[src/rtl/s4ga_pkg.sv]
// Shared sizing for the s4ga serial LUT fabric: derived widths, frame length
// and bit offsets of the select and truth-table fields within one frame.
package s4ga_pkg;

    localparam int N    = 16;
    localparam int K    = 4;
    localparam int SI_W = 4;

    localparam int I_W     = $clog2(N);
    localparam int TT_W    = 2 ** K;
    localparam int SEL_W   = K * I_W;
    localparam int FRAME_W = SEL_W + TT_W;
    localparam int F       = FRAME_W / SI_W;
    // The last nibble is used straight off the bus, so only F-1 nibbles are held.
    localparam int ACC_W   = FRAME_W - SI_W;

    localparam int SEL_OFS = 0;
    localparam int TT_OFS  = SEL_W;

    function automatic int ctr_width(input int n);
        return (n > 1) ? $clog2(n) : 1;
    endfunction

    localparam int PH_W = ctr_width(F);

endpackage

[src/rtl/s4ga_lut.sv]
// Combinational K-input LUT: picks K bits of the LUT-state vector and uses
// them (select 0 as LSB) to index the streamed truth table.
module s4ga_lut
    import s4ga_pkg::*;
(
    input  logic [N-1:0]     luts_i,
    input  logic [SEL_W-1:0] sel_i,
    input  logic [TT_W-1:0]  tt_i,
    output logic             y_o
);

    logic [K-1:0] idx;

    generate
        for (genvar gi = 0; gi < K; gi++) begin : g_idx
            assign idx[gi] = luts_i[sel_i[gi*I_W +: I_W]];
        end
    endgenerate

    assign y_o = tt_i[idx];

endmodule

[src/rtl/s4ga_fabric.sv]
// Time-multiplexed LUT fabric top: frames stream in on si, one LUT per frame.
// Define S4GA_OUT_SYNC_EN to register io_out once per full pass.
module s4ga_fabric (
    input  logic [7:0] io_in,
    output logic [7:0] io_out
);
    import s4ga_pkg::*;

    logic            clk;
    logic            rst;
    logic [SI_W-1:0] si;
    logic            unused_reserved;

    assign clk             = io_in[0];
    assign rst             = io_in[1];
    assign si              = io_in[SI_W+1:2];
    assign unused_reserved = ^io_in[7:SI_W+2];

    logic [PH_W-1:0]    phase_q, phase_d;
    logic [I_W-1:0]     lut_q, lut_d;
    logic [N-1:0]       luts_q, luts_d;
    logic [ACC_W-1:0]   acc_q, acc_d;
    logic [FRAME_W-1:0] frame;
    logic               last;
    logic               lut_y;

    assign last  = (phase_q == PH_W'(F - 1));
    assign frame = {si, acc_q};

    // Each held nibble slot is overwritten in its own phase, so no clearing between frames.
    generate
        for (genvar gi = 0; gi < F - 1; gi++) begin : g_acc
            assign acc_d[gi*SI_W +: SI_W] = (phase_q == PH_W'(gi)) ? si : acc_q[gi*SI_W +: SI_W];
        end
    endgenerate

    s4ga_lut u_lut (
        .luts_i (luts_q),
        .sel_i  (frame[SEL_OFS +: SEL_W]),
        .tt_i   (frame[TT_OFS +: TT_W]),
        .y_o    (lut_y)
    );

    always_comb begin
        phase_d = last ? '0 : phase_q + 1'b1;
        lut_d   = last ? lut_q + 1'b1 : lut_q;
        luts_d  = luts_q;
        if (last) begin
            luts_d[lut_q] = lut_y;
        end
    end

    always_ff @(posedge clk) begin
        if (rst) begin
            phase_q <= '0;
            lut_q   <= '0;
            luts_q  <= '0;
            acc_q   <= '0;
        end else begin
            phase_q <= phase_d;
            lut_q   <= lut_d;
            luts_q  <= luts_d;
            acc_q   <= acc_d;
        end
    end

`ifdef S4GA_OUT_SYNC_EN
    logic [7:0] out_q, out_d;

    // Capture at the final LUT update of a pass so all eight outputs move together.
    always_comb begin
        out_d = out_q;
        if (last && (lut_q == I_W'(N - 1))) begin
            out_d = luts_d[7:0];
        end
    end

    always_ff @(posedge clk) begin
        if (rst) begin
            out_q <= '0;
        end else begin
            out_q <= out_d;
        end
    end

    assign io_out = out_q;
`else
    assign io_out = luts_q[7:0];
`endif

endmodule

[config.mk]
export PLATFORM = sky130hd
export DESIGN_NAME = s4ga_fabric
export DESIGN_NICKNAME = d
export VERILOG_FILES = /design/src/rtl/s4ga_pkg.sv /design/src/rtl/s4ga_lut.sv /design/src/rtl/s4ga_fabric.sv
export SDC_FILE = /design/constraint.sdc
export NUM_CORES = 1
export LEC_CHECK = 0
export CAP_MARGIN = 25
export CORE_MARGIN = 2
export CORE_UTILIZATION = 20
export DETAILED_ROUTE_END_ITERATION = 6
export GPL_TIMING_DRIVEN = 0
export PLACE_DENSITY_LB_ADDON = 0.15
export SYNTH_ARGS = -nofsm -noshare
export SYNTH_HDL_FRONTEND = slang
export SYNTH_SLANG_ARGS = --single-unit
[constraint.sdc]
create_clock -name io_in -period 3 [get_ports io_in]
set_input_delay 0.9 -clock io_in [delete_from_list [all_inputs] [get_ports io_in]]
set_output_delay 0.9 -clock io_in [all_outputs]
set_load 0.01 [all_outputs]
==> summary.md <==
| Metric | Value |
|---|---|
| Outcome | `complete, no violations` |
| Cell area after synthesis | `around 3100 µm²` |
| Synth-to-Final Area Change | `56.6%` |
| CORE AREA | `15100 µm²` |
| Clock Latency Late Sink | `310 ps` |
| Vias in the first global route | `3976` |
| Sw Ratio | `30.9%` |
| Clock skew | `between 4 and 5 ps` |
| Pwr/cell area | `~1300 nW/µm²` |
| Clock share of power | `88.1%` |
| Die area | `16500 µm²` |
| WL/cell | `17.5 µm` |
| CP peak stage delay | `400 ps` |
| Flop pwr share | `11.9%` |
| Layout Nets | `415` |
| TritonRoute pass-1 iters | `4` |
| Slowest cell on the critical path | `a2111o_1` |
| Fill count | `between 1.5k and 2k` |
| Worst hold-check path type | `clk2reg` |
| Initial Utilization | `20.5%` |
| Initial DRC Count | `192` |
| Crit path cell chain | `clkbuf_4 > clkbuf_16 > clkbuf_16 > mux2_2 > a2111o_1 > nand4_4 > clkbuf_16 > clkbuf_16 > o31ai_1` |
| Final setup fails | `0` |
| Design Power | `~6.3 mW` |
| Logic pwr share | `0%` |
| Worst EP arrival | `3100 ps` |
| TritonCTS clock tree | `done` |
| Actual slew at the worst max-slew pin | `553 ps` |
| Core Rows | `45` |
| Die height | `128 µm` |
| Post-Synthesis Cells | `331` |
| CP Launch Type | `clock port` |
| # diodes | `0` |
| GP Congestion | `0.750` |
| Crit Path Max Fanout | `5` |
| Synth Register Bits | `51` |
| DR vias | `2884` |
| Yosys cell types | `41` |
| Fin cells | `599` |
| Leak Pwr | `between 1.5 and 2 nW` |
| Antenna Nets Post-Route | `0` |
| Vias per cell | `4.81` |
| Dpl ws | `169 ps` |
| GRT Total Usage | `14.4%` |
| Initial antenna violation count | `0` |
| Layout cells sized above 1 | `28.0%` |
| First-pass GRT wire length | `18300 µm` |
| Sw power | `1.96 mW` |
| I/O pins | `16` |
| Largest net degree at the start of global routing | `16` |
| Syn Area/Cell | `9.36 µm²` |
| DP HPWL | `6440 µm` |
| Post-synth EDFFs | `0` |
| Worst setup margin | `91.0 ps` |
| Post-CTS Hold Fix Bufs | `0` |
| Port Buffer Count | `8` |
| DP Area | `3410 µm²` |
| Syn nets | `349` |
| Post-route cell area | `4850 µm²` |
| MaxCap Viol Count | `0` |
| Max Slew Vio Count | `0` |
| GRT overflow | `0` |
| Synth Flop Type | `dfxtp_1` |
| CTS clk-pin slew, worst paths | `70 ps` |
| Slew HR | `between 60 and 70%` |
| Placed cells | `527` |
| Final Hold Fails | `0` |
| CP Class | `clk2reg` |
| RSZ-0062 raised after global routing | `no` |
| CP required | `3190 ps` |
| Warnings from Yosys | `0` |
| Max rail drop VDD | `0.407 mV` |
| Async set-or-reset flop fraction in the synthesized netlist | `0%` |
| P_int | `between 4 and 5 mW` |
| Sequential-to-total area share from yosys stat | `33.0%` |
| Most frequent CP cell | `clkbuf_16` |
| Routed WL | `10500 µm` |
| Die X-Extent | `128 µm` |
| Crit. End Element | `flip-flop` |
| Setup_tns | `0 ps` |
| Remaining DRCs | `0` |
[Yosys cell counts, types with 2 or more instances]
library cell / instances / area, µm²
buf_6: 2 / 22.5
and3_1: 2 / 12.5
ha_1: 10 / 125
nand3_1: 13 / 65.1
nand2b_1: 5 / 31.3
dfxtp_1: 51 / 1020
mux2_1: 2 / 22.5
mux2i_4: 2 / 45.0
nor3_1: 7 / 35.0
buf_4: 10 / 75.1
nand4_1: 2 / 12.5
a31oi_1: 16 / 100
o2bb2a_1: 2 / 20.0
buf_2: 2 / 10.0
clkbuf_1: 12 / 45.0
o2bb2ai_1: 2 / 17.5
mux2_2: 4 / 45.0
nor3b_1: 18 / 135
a21oi_1: 14 / 70.1
a2111o_1: 2 / 22.5
nand3b_1: 2 / 15.0
nor2_1: 34 / 128
buf_1: 6 / 22.5
nand2_1: 31 / 116
o31ai_1: 12 / 90.1
inv_1: 10 / 37.5
o21ai_1: 5 / 25.0
mux2i_1: 25 / 250
mux4_2: 15 / 338
xor2_1: 2 / 17.5
[layer usage]
metal | GRT usage (%) | wire, µm | vias to the layer above
li1 | - | - | 1354
met2 | 14.5 | 4540 | 163
met4 | 20.4 | 593 | 0
met3 | 13.9 | 1170 | 60
met1 | 13.2 | 4200 | 1307
met5 | 2.35 | 0 | -
[sequential cells by signal, indices dropped and copies added, names as in the netlist]
register  cells
lut_q         4
luts_q       16
phase_q       3
acc_q        28
[stage by stage]
| stage | hold WS [ps] | utilization [%] |
|---|---|---|
| final | 260 | 32.0 |
| after global routing | 298 | 32.0 |
| after CTS | 286 | 31.7 |
| after detailed placement | 409 | 22.5 |
| after global placement | 409 | 22.5 |
| after floorplan | 409 | - |
[cell usage in the layout (no fill, tap or decap), types with 5 or more instances in the layout]
cell,instances
buf_1,6
clkbuf_1,15
ha_1,10
a21oi_1,14
dfxtp_1,48
mux2i_1,24
mux4_2,15
inv_1,11
o31ai_1,12
buf_4,16
a31oi_1,16
nor2_1,34
nand2_1,31
nand3_1,13
clkdlybuf4s50_1,8
nand2b_1,5
nor3b_1,18
clkbuf_16,51
nor3_1,6
[path summary, 6_finish.rpt]
check | slack [ps] | from | depth (start not counted) | to
max | 90 | io_in[2] | 9 | luts_q[11]
min | 260 | io_in[4] | 5 | acc_q[14]
max reg2reg | 170 | acc_q[8] | 11 | luts_q[4]
min reg2reg | 450 | acc_q[26] | 2 | acc_q[26]
[power groups by stage]
stage	logic, mW	clock network, mW	registers [mW]
floorplan	0.000000389	1.18	0.780
global placement	0.000000416	1.18	0.780
detailed placement	0.000000416	1.18	0.780
CTS	0.000000417	5.77	0.756
global route	0.000000434	6.14	0.757
finish	0.000000434	5.59	0.757
[worst max-delay path: cells and delay by family]
family                 cells  cell delay (ps)
AOI/OAI and AO/OA          2              460
and+or+nand+nor            1              150
muxes                      1              260
buffers and inverters      5              730
[layout make-up]
class,instances,area [µm²],area share (%)
plain buffers,31,176,3.64
inverters,8,30.0,0.619
repair buffers,11,103,2.11
flip-flops and latches,51,1020,21.1
multi-input cells,237,1880,38.7
well taps,188,235,4.85
clock inverters,10,47.5,0.980
clock buffers,63,1360,28.0
[logic make-up after synthesis]
logic type	share of synthesized area [%]
and+or+nand+nor	18.9
xor gates and xnor gates	0.848
DFF	33.0
muxes	22.6
AOI/OAI and AO/OA	13.6
adders and majority gates	4.04
buffers and inverters	7.03
[what timing repair did]
item / 4_1_cts / 5_1_grt
buffers inserted: 3 / 4
endpoints found under the setup margin: 17 / 17
resized for setup: 7 / 6
pin swaps: 2 / 1
Note: power is estimated with default switching activity, not from simulation.
